==> config.mk <==
export PLATFORM = sky130hd
export DESIGN_NAME = pc_fetch_flat
export DESIGN_NICKNAME = d
export VERILOG_FILES = /design/src/rtl/pc_fetch_if.sv /design/src/rtl/pc_fetch.sv /design/src/flat_wrapper.sv
export SDC_FILE = /design/constraint.sdc
export NUM_CORES = 1
export LEC_CHECK = 0
export CAP_MARGIN = 10
export CORE_ASPECT_RATIO = 1.4
export CORE_UTILIZATION = 46
export DETAILED_ROUTE_END_ITERATION = 10
export PLACE_DENSITY_LB_ADDON = 0.25
export REMOVE_ABC_BUFFERS = 1
export SYNTH_ARGS = -nofsm -noshare
export SYNTH_HDL_FRONTEND = slang
export SYNTH_SLANG_ARGS = --single-unit
export TNS_END_PERCENT = 100
==> constraint.sdc <==
create_clock -name clk -period 6.9 [get_ports clk]
set_input_delay 1.38 -clock clk [delete_from_list [all_inputs] [get_ports clk]]
set_output_delay 1.38 -clock clk [all_outputs]
set_load 0.01 [all_outputs]
==> src/rtl/pc_fetch_if.sv <==
// -----------------------------------------------------------------------------
// pc_fetch_if
//   Bundles the two handshakes of the fetch sequencer:
//     - instruction-memory port: imem_req/imem_addr out, imem_ack/imem_rdata in
//     - decode port: instr_valid/instr_out/pc_out out, instr_ready in
//   master : the fetch sequencer (pc_fetch)
//   slave  : the memory / decode side
// -----------------------------------------------------------------------------
interface pc_fetch_if;
    logic        imem_req;
    logic [31:0] imem_addr;
    logic        imem_ack;
    logic [31:0] imem_rdata;
    logic        instr_valid;
    logic        instr_ready;
    logic [31:0] instr_out;
    logic [31:0] pc_out;

    modport master (
        output imem_req, imem_addr, instr_valid, instr_out, pc_out,
        input  imem_ack, imem_rdata, instr_ready
    );

    modport slave (
        input  imem_req, imem_addr, instr_valid, instr_out, pc_out,
        output imem_ack, imem_rdata, instr_ready
    );
endinterface

==> src/rtl/pc_fetch.sv <==
// -----------------------------------------------------------------------------
// pc_fetch
//   Program counter and instruction-fetch sequencer. Fetches the word at PC
//   over a req/ack handshake, presents it to decode over valid/ready, and on
//   acceptance moves PC to PC+4 or PC+imm_ext depending on PCSrc. A misaligned
//   target freezes the block in TRAP with a sticky misalign_err until rst.
//
// Ports
//   clk          : clock, rising edge
//   rst          : synchronous, active-high reset
//   PCSrc        : branch taken for the presented instruction
//   imm_ext      : sign-extended branch offset of the presented instruction
//   bus          : pc_fetch_if.master (imem req/ack port, decode valid/ready)
//   misalign_err : sticky misaligned-target flag
//   retired_cnt  : accepted-instruction count (0 when counters disabled)
//   taken_cnt    : taken-branch count (0 when counters disabled)
//
// Configuration
//   PC_FETCH_PERF_CNT_EN : when defined, builds the retired/taken counters;
//                          otherwise both count ports are tied to zero.
// -----------------------------------------------------------------------------
module pc_fetch #(
    parameter logic [31:0] RESET_PC = 32'h0000_0000
) (
    input  logic        clk,
    input  logic        rst,
    input  logic        PCSrc,
    input  logic [31:0] imm_ext,
    pc_fetch_if.master  bus,
    output logic        misalign_err,
    output logic [31:0] retired_cnt,
    output logic [31:0] taken_cnt
);

    typedef enum logic [1:0] {
        FETCH = 2'd0,
        ISSUE = 2'd1,
        TRAP  = 2'd2
    } state_t;

    state_t      state;
    logic [31:0] pc;
    logic [31:0] instr_q;
    logic        req_q;
    logic        valid_q;
    logic        accept;
    logic [31:0] target;

    assign accept = (state == ISSUE) && bus.instr_ready;
    assign target = pc + (PCSrc ? imm_ext : 32'd4);

    // NOTE: all state below uses non-blocking assignments so every register
    // samples the pre-edge values, independent of statement order.
    always_ff @(posedge clk) begin
        if (rst) begin
            state        <= FETCH;
            pc           <= RESET_PC;
            instr_q      <= 32'h0;
            misalign_err <= 1'b0;
            req_q        <= 1'b1;
            valid_q      <= 1'b0;
        end else begin
            case (state)
                FETCH: begin
                    if (bus.imem_ack) begin
                        instr_q <= bus.imem_rdata;
                        state   <= ISSUE;
                        req_q   <= 1'b0;
                        valid_q <= 1'b1;
                    end
                end
                ISSUE: begin
                    if (bus.instr_ready) begin
                        valid_q <= 1'b0;
                        if (target[1:0] == 2'b00) begin
                            pc    <= target;
                            state <= FETCH;
                            req_q <= 1'b1;
                        end else begin
                            misalign_err <= 1'b1;
                            state        <= TRAP;
                        end
                    end
                end
                TRAP: begin
                    req_q   <= 1'b0;
                    valid_q <= 1'b0;
                end
                default: begin
                    state   <= TRAP;
                    req_q   <= 1'b0;
                    valid_q <= 1'b0;
                end
            endcase
        end
    end

    // The registered request/valid follow the state; while rst is held they
    // are masked so nothing is offered to memory or decode during reset.
    assign bus.imem_req    = req_q & ~rst;
    assign bus.instr_valid = valid_q & ~rst;
    assign bus.imem_addr   = pc;
    assign bus.pc_out      = pc;
    assign bus.instr_out   = instr_q;

`ifdef PC_FETCH_PERF_CNT_EN
    logic [31:0] retired_q;
    logic [31:0] taken_q;

    always_ff @(posedge clk) begin
        if (rst) begin
            retired_q <= 32'h0;
            taken_q   <= 32'h0;
        end else if (accept) begin
            // Counted even when the accept traps on a misaligned target.
            retired_q <= retired_q + 32'd1;
            if (PCSrc) begin
                taken_q <= taken_q + 32'd1;
            end
        end
    end

    assign retired_cnt = retired_q;
    assign taken_cnt   = taken_q;
`else
    logic unused_accept;
    assign unused_accept = accept;
    assign retired_cnt   = 32'h0;
    assign taken_cnt     = 32'h0;
`endif

endmodule

==> src/flat_wrapper.sv <==
// flat-port wrapper written by rule: the top's interface ports become plain ports
module pc_fetch_flat 
#(
    parameter logic [31:0] RESET_PC = 32'h0000_0000
)
  (clk, rst, PCSrc, imm_ext, misalign_err, retired_cnt, taken_cnt, bus_imem_req, bus_imem_addr, bus_instr_valid, bus_instr_out, bus_pc_out, bus_imem_ack, bus_imem_rdata, bus_instr_ready);
  pc_fetch_if bus_i ();
  input  logic clk;
  input  logic rst;
  input  logic PCSrc;
  input  logic [31:0] imm_ext;
  output logic misalign_err;
  output logic [31:0] retired_cnt;
  output logic [31:0] taken_cnt;
  output wire logic [$bits(bus_i.imem_req)-1:0] bus_imem_req;
  output wire logic [$bits(bus_i.imem_addr)-1:0] bus_imem_addr;
  output wire logic [$bits(bus_i.instr_valid)-1:0] bus_instr_valid;
  output wire logic [$bits(bus_i.instr_out)-1:0] bus_instr_out;
  output wire logic [$bits(bus_i.pc_out)-1:0] bus_pc_out;
  input wire logic [$bits(bus_i.imem_ack)-1:0] bus_imem_ack;
  input wire logic [$bits(bus_i.imem_rdata)-1:0] bus_imem_rdata;
  input wire logic [$bits(bus_i.instr_ready)-1:0] bus_instr_ready;
  assign bus_imem_req = bus_i.imem_req;
  assign bus_imem_addr = bus_i.imem_addr;
  assign bus_instr_valid = bus_i.instr_valid;
  assign bus_instr_out = bus_i.instr_out;
  assign bus_pc_out = bus_i.pc_out;
  assign bus_i.imem_ack = bus_imem_ack;
  assign bus_i.imem_rdata = bus_imem_rdata;
  assign bus_i.instr_ready = bus_instr_ready;
  pc_fetch #(.RESET_PC(RESET_PC)) u_core (.clk(clk), .rst(rst), .PCSrc(PCSrc), .imm_ext(imm_ext), .bus(bus_i), .misalign_err(misalign_err), .retired_cnt(retired_cnt), .taken_cnt(taken_cnt));
endmodule
==> flow_summary.yaml, run 1 <==
outcome:
  outcome: "finished clean"
route:
  routed_wl_um: 12200
  drc: 0
  wire_per_inst_um: 13.4
  vias: 4609
  drtPass1Iterations: 4
  ant_nets: 0
  drtIter0Drc: 162
  viasPerCell: 5.04
cts:
  cts-htree-levels: 3
  cts.sinks: 69
  cts_tree: "built"
  ctsLongestPathBuffers: 2
  cts_setup_buffers: 0
  clk_latency_ns: 0.33
  postCtsHoldBufs: 0
  cts.clk_slew.worst_paths_ns: 0.06
  post_cts_resized: 0
  clockRootBuffer: "clkbuf_16"
  cts_buffers: 9
worst_hold_path:
  min_path_type: "reg -> reg"
die:
  start_util: 0.476
  die_w_um: 90.0
  io-pin-count: 232
  die_area_um2: 11300
  core_um2: 10500
  die_y_um: 125
  placementRows: 44
worst_setup_path:
  crit_slowest_cell: "clkdlybuf4s50_1"
  r2r_end: "u_core.bus.imem_addr[26]"
  crit_type: "in -> reg"
  crit_arrival_ns: 4.95
  cp_slowest_stage_delay_ns: 0.88
  r2r_cells: 11
  cp.depth: 12
  critPathCaptureType: "register"
  cp_top_family: "compound AO/OA/AOI/OAI gates"
  crit_chain: "clkdlybuf4s50_1 -> and2_1 -> ha_1 -> a21o_1 -> a21oi_2 -> o21ai_1 -> or3_1 -> o21a_2 -> a221o_1 -> a41oi_2 -> mux2i_1 -> nand4_1"
  critPathRequiredTime_ns: 7.11
  crit_fanout: 32
  reg2reg_from: "u_core.bus.imem_addr[0]"
  crit_buf_inv: 1
  critPathLaunch: "PCSrc"
  worst-r2r-setup-slack_ns: 4.10
  critPathLaunchType: "primary input"
  crit_path_end: "u_core.bus.imem_addr[31]"
finish:
  syn2layout_area_growth_pct: 31.4
  antennaDiodeCount: 0
  n_fill_cell: 930
  final-instance-count-excl-fill: 915
  drive_gt1_frac: 0.0438
  fin_nets: 874
  fin_util: 0.626
synthesis:
  synth.distinct_cells: 57
  synth-seq-cells: 69
  syn_inst: 653
  ys_seq_area_frac: 0.277
  avgSynthCellArea_um2: 7.63
  synth_edf_count: 0
  synthFlopType: "dfxtp_1"
  yosys_warnings: 0
  synthArstFlopShare: 0
  syn_area_um2: 4980
grt:
  overflow: 0
  antenna_found_initial: 0
  grt_max_degree: 47
  grt_pass1_vias: 4198
  grt_usage: 0.208
  grt_pass1_wl_um: 19300
flow_run:
  maxCapViolCount: 0
power_and_ir_drop:
  p_sw_uw: 305
  p_leak_uw: 0.00272
  seqPwrFrac: 0.387
  ir_drop_uv: 123
  switching_share: 0.274
  p_comb_frac: 0.199
  p_per_area_nw_per_um2: 170
  power_frac_clock: 0.413
  p_int_uw: 807
placed_design:
  place_congestion: 0.875
  place_hpwl_um: 9200
  io_buffer_count: 167
  post-place-cells: 899
sta:
  relSlewSlack: 0.219
  post-route-min-period_ns: 4.74
  hold_viol: 0
  worstMarginPinSlew_ns: 1.17
  timing.final.crit_share: 0.686
  finClkSkew_ns: 0.00920
  drv_slew: 0
  tns_ns: 0
  fmax_mhz: 211
  setup_viol: 0
  rsz0062_at_grt: "false"
## placed cells by master (no fill, tap or decap), types with 2 or more instances in the layout
cell	count
clkdlybuf4s50_1	166
nand2_1	124
a21oi_1	85
dfxtp_1	69
conb_1	64
and2_1	33
ha_1	32
nor2_1	25
xnor2_1	16
a21o_1	14
nand3_1	10
clkbuf_16	9
nor3_1	7
nand4_1	7
o21ai_0	7
inv_1	7
nor2b_1	6
a211oi_1	6
xor2_1	6
o21bai_1	6
or3_1	5
nand2b_1	4
o21ai_1	4
o31ai_1	4
and3_1	4
buf_4	4
a21oi_2	3
o21a_1	3
o211ai_1	3
nor4b_1	3
or4_1	2
a211oi_2	2
o221ai_1	2
mux2i_1	2
nor4_1	2
a31oi_1	2
clkinv_4	2
clkinv_2	2
## through the flow
| stage | setup slack [ns] | hold WS [ns] | instance area [um^2] | power (uW) |
|---|---|---|---|---|
| after detailed placement | 1.78 | 0.447 | 6250 | 660 |
| after global placement | 1.90 | 0.441 | 6250 | 656 |
| after floorplan | 2.08 | 0.474 | 4370 | 547 |
| after global routing | 1.83 | 0.474 | 6550 | 1170 |
| final | 2.16 | 0.451 | 6550 | 1110 |
| after CTS | 2.14 | 0.455 | 6550 | 1130 |
## cells in the mapped netlist (all sizes together), types with 5 or more instances
| cell | number | area [um^2] |
|---|---|---|
| nand4 | 7 | 43.8 |
| and2 | 33 | 206 |
| nor2b | 7 | 43.8 |
| dfxtp | 69 | 1380 |
| o21ai | 12 | 63.8 |
| nor2 | 25 | 93.8 |
| inv | 7 | 26.3 |
| a21oi | 88 | 452 |
| o31ai | 5 | 42.5 |
| a211oi | 8 | 70.1 |
| nand2 | 124 | 465 |
| o21bai | 7 | 56.3 |
| or3 | 5 | 31.3 |
| buf | 104 | 768 |
| nand3 | 10 | 50.1 |
| xor2 | 6 | 52.6 |
| nor3 | 7 | 35.0 |
| ha | 32 | 400 |
| clkbuf | 22 | 82.6 |
| xnor2 | 16 | 140 |
| a21o | 15 | 114 |
## sequential cells by signal, summed over array words and instances, names as in the netlist
| name | cells |
|---|---|
| u_core.valid_q | 1 |
| u_core.bus.instr_out | 32 |
| u_core.misalign_err | 1 |
| u_core.state | 2 |
| u_core.req_q | 1 |
| u_core.bus.imem_addr | 32 |
## layer usage
layer | routed length, um | GRT usage
met5 | 0 | 0
met4 | 223 | 0.0769
met1 | 5070 | 0.227
met2 | 6190 | 0.393
met3 | 748 | 0.0420
## worst register-to-register path, cell delays in order (launching register included)
cell,delay [ns]
dfxtp_1,0.35
ha_1,0.24
fa_1,0.40
a21oi_1,0.26
o21ai_1,0.15
a211oi_1,0.36
a211oi_2,0.12
o21ai_1,0.31
o31ai_1,0.16
xor2_1,0.16
nand2_1,0.08
a21oi_1,0.06
## area by class of cell
cell class              instances  area, um^2  area share
clock inverters                 7        73.8      0.0113
multi-input cells             514        2970       0.454
clock buffers                   9         225      0.0344
inverters                       7        26.3     0.00401
flip-flops and latches         69        1380       0.211
repair buffers                171        1700       0.259
well taps                     138         173      0.0264
## power by group through the flow
stage	Clock (uW)	Combinational [uW]	Sequential [uW]
floorplan	0	99.6	447
global placement	0	217	438
detailed placement	0	220	440
CTS	473	222	431
global route	491	242	433
finish	460	222	431
## worst min path at each step
stage,from,slack (ns),cells past startpoint,end
6_report,u_core.bus.instr_out[14],0.45,2,u_core.bus.instr_out[14]
5_1_grt,u_core.bus.instr_out[15],0.47,2,u_core.bus.instr_out[15]
4_1_cts,u_core.bus.instr_out[22],0.46,2,u_core.bus.instr_out[22]
3_5_place_dp,u_core.bus.instr_out[22],0.45,2,u_core.bus.instr_out[22]
3_3_place_gp,u_core.bus.instr_out[24],0.44,2,u_core.bus.instr_out[24]
2_1_floorplan,u_core.bus.instr_out[0],0.47,2,u_core.bus.instr_out[0]
## cell families (layout without fill, tap and decap cells)
kind of cell    after synthesis  count (layout)  synth area share
other cells                   1              64          0.000753
buf+inv                     133             194             0.176
compound gates              155             155             0.195
xor+xnor                     22              22            0.0387
simple gates                238             238             0.224
flops                        69              69             0.277
mux                           2               2           0.00402
fa+ha+maj                    33              33            0.0844
(Power assumes the default switching activity.)
==> run 2, diff against run 1 <==
--- a/config.mk
+++ b/config.mk
@@ -7,7 +7,7 @@
 export LEC_CHECK = 0
 export CAP_MARGIN = 10
 export CORE_ASPECT_RATIO = 1.4
-export CORE_UTILIZATION = 46
+export CORE_UTILIZATION = 38
 export DETAILED_ROUTE_END_ITERATION = 10
 export PLACE_DENSITY_LB_ADDON = 0.25
 export REMOVE_ABC_BUFFERS = 1
==> constraint.sdc (replaced) <==
create_clock -name clk -period 3.9 [get_ports clk]
set_input_delay 0.78 -clock clk [delete_from_list [all_inputs] [get_ports clk]]
set_output_delay 0.78 -clock clk [all_outputs]
set_load 0.01 [all_outputs]
==> run 2 against run 1 <==
- design area grew 2.8%
- first-iteration DRC count shrank 1.2%
- combinational power grew 85%
- power grew 79%
- highest routed layer unchanged
==> flow_summary.yaml, run 2 (synthesized netlist as in run 1, its figures left out) <==
placed_design:
  place_congestion: 0.880
  dpl_cell_area_um2: 6430
  post-place-cells: 933
  io_buffer_count: 167
  place_hpwl_um: 9870
power_and_ir_drop:
  p_leak_uw: 0.00283
  p_per_area_nw_per_um2: 296
  ir_drop_uv: 188
  power_uw: 1990
cts:
  postCtsHoldBufs: 0
  cts_buffers: 9
  cts_tree: "built"
  clk_latency_ns: 0.34
  post_cts_resized: 0
  cts-htree-levels: 3
  cts_setup_buffers: 0
  ctsLongestPathBuffers: 2
  cts.sinks: 69
  clockRootBuffer: "clkbuf_16"
  cts.clk_slew.worst_paths_ns: 0.06
route:
  drc: 0
  ant_nets: 0
  wire_per_inst_um: 13.7
  vias: 4749
  routed_wl_um: 13000
  viasPerCell: 5.00
  drtIter0Drc: 160
  drtPass1Iterations: 4
sta:
  worstMarginPinSlew_ns: 1.13
  finClkSkew_ns: 0.00790
  relSlewSlack: 0.249
  hold_viol: 0
  timing.final.crit_share: 0.922
  post-route-min-period_ns: 3.59
  tns_ns: 0
  rsz0062_at_grt: "false"
  fmax_mhz: 278
  setup_viol: 0
  drv_slew: 0
die:
  io-pin-count: 232
  placementRows: 49
  die_y_um: 137
  core_um2: 12800
  start_util: 0.389
  die_w_um: 98.8
  die_area_um2: 13600
worst_hold_path:
  holdCritStartpoint: "u_core.bus.instr_out[5]"
  min_path_type: "reg -> reg"
  min_to: "u_core.bus.instr_out[5]"
  hold_depth: 2
worst_setup_path:
  r2r_end: "u_core.bus.imem_addr[30]"
  crit_chain: "clkdlybuf4s50_1 -> buf_12 -> and2_1 -> ha_1 -> fa_1 -> a21oi_1 -> o21ai_1 -> a211oi_1 -> a211oi_2 -> o21ai_1 -> o211ai_1 -> o31ai_2 -> xnor2_1 -> a22o_1"
  critPathLaunchType: "primary input"
  r2r_cells: 11
  reg2reg_from: "u_core.bus.imem_addr[0]"
  worst-r2r-setup-slack_ns: 1.11
  crit_fanout: 32
  crit_slowest_cell: "clkdlybuf4s50_1"
  crit_arrival_ns: 3.82
  critPathCaptureType: "register"
  cp_slowest_stage_delay_ns: 0.44
  crit_type: "in -> reg"
  path_common_cell: "o21ai_1"
  critPathRequiredTime_ns: 4.13
finish:
  fin_util: 0.525
  mostFrequentLayoutCell: "clkdlybuf4s50_1"
  drive_gt1_frac: 0.0666
  ff_latch_area_um2: 1380
  final_area_um2: 6730
  final-instance-count-excl-fill: 949
  n_fill_cell: 1223
  syn2layout_area_growth_pct: 35.1
  final_cell_mix: "clkdlybuf4s50_1, nand2_1, a21oi_1, dfxtp_1, conb_1"
  multi_input_area_um2: 2970
  antennaDiodeCount: 0
  fin_nets: 893
outcome:
  outcome: "finished clean"
flow_run:
  maxCapViolCount: 0
grt:
  grt_max_degree: 40
  grt_usage: 0.189
  antenna_found_initial: 0
  overflow: 0
  grt_pass1_wl_um: 20500
  grt_pass1_vias: 4411
-- run 2: cell count changes in the layout (fill, tap and decap cells not counted), sizes merged --
| cell | delta |
|---|---|
| buf | +19 |
-- run 2: area by class of cell --
cell class	count	share of cell area
clock buffers	9	0.0335
multi-input cells	514	0.441
repair buffers	190	0.277
flip-flops and latches	69	0.205
clock inverters	7	0.0110
well taps	153	0.0284
inverters	7	0.00390
-- run 2: worst max-delay path by stage --
stage,from,cells past startpoint,to,slack [ns]
final,PCSrc,14,u_core.bus.imem_addr[30],0.31
after global routing,PCSrc,14,u_core.bus.imem_addr[30],0.08
after CTS,PCSrc,13,u_core.bus.imem_addr[31],0.34
after detailed placement,PCSrc,13,u_core.bus.imem_addr[31],-0.01
after global placement,PCSrc,13,u_core.bus.imem_addr[31],0.08
after floorplan,imm_ext[0],6,u_core.bus.imem_addr[3],-0.32
-- run 2: report_power, final --
| part | switching, uW | total (uW) | internal (uW) |
|---|---|---|---|
| logic | 205 | 411 | 207 |
| clock network | 322 | 819 | 497 |
| registers | 23.3 | 762 | 738 |
-- run 2: routing by layer --
layer	track usage	wire [um]
met1	0.204	5190
met4	0.0804	299
met2	0.359	6740
met3	0.0350	736
met5	0	0
-- run 2: per-stage QoR --
| stage | setup WS, ns | hold WS (ns) |
|---|---|---|
| 4_1_cts | 0.342 | 0.455 |
| 6_report | 0.306 | 0.452 |
| 2_1_floorplan | -0.318 | 0.474 |
| 3_5_place_dp | -0.00983 | 0.446 |
| 3_3_place_gp | 0.0820 | 0.441 |
| 5_1_grt | 0.0789 | 0.475 |
-- run 2: worst max-delay path, delay by kind of cell --
family | cells | cell delay [ns]
xor+xnor | 1 | 0.09
simple gates | 1 | 0.14
buf+inv | 2 | 0.62
compound gates | 8 | 1.57
fa+ha+maj | 2 | 0.61
==> run 3, diff against run 2 <==
--- a/config.mk
+++ b/config.mk
@@ -8,6 +8,7 @@
 export CAP_MARGIN = 10
 export CORE_ASPECT_RATIO = 1.4
 export CORE_UTILIZATION = 38
+export CTS_CLUSTER_SIZE = 10
 export DETAILED_ROUTE_END_ITERATION = 10
 export PLACE_DENSITY_LB_ADDON = 0.25
 export REMOVE_ABC_BUFFERS = 1
==> results of run 3 <==
Same layout as run 2: the final DEF is identical, and so are final timing and power.
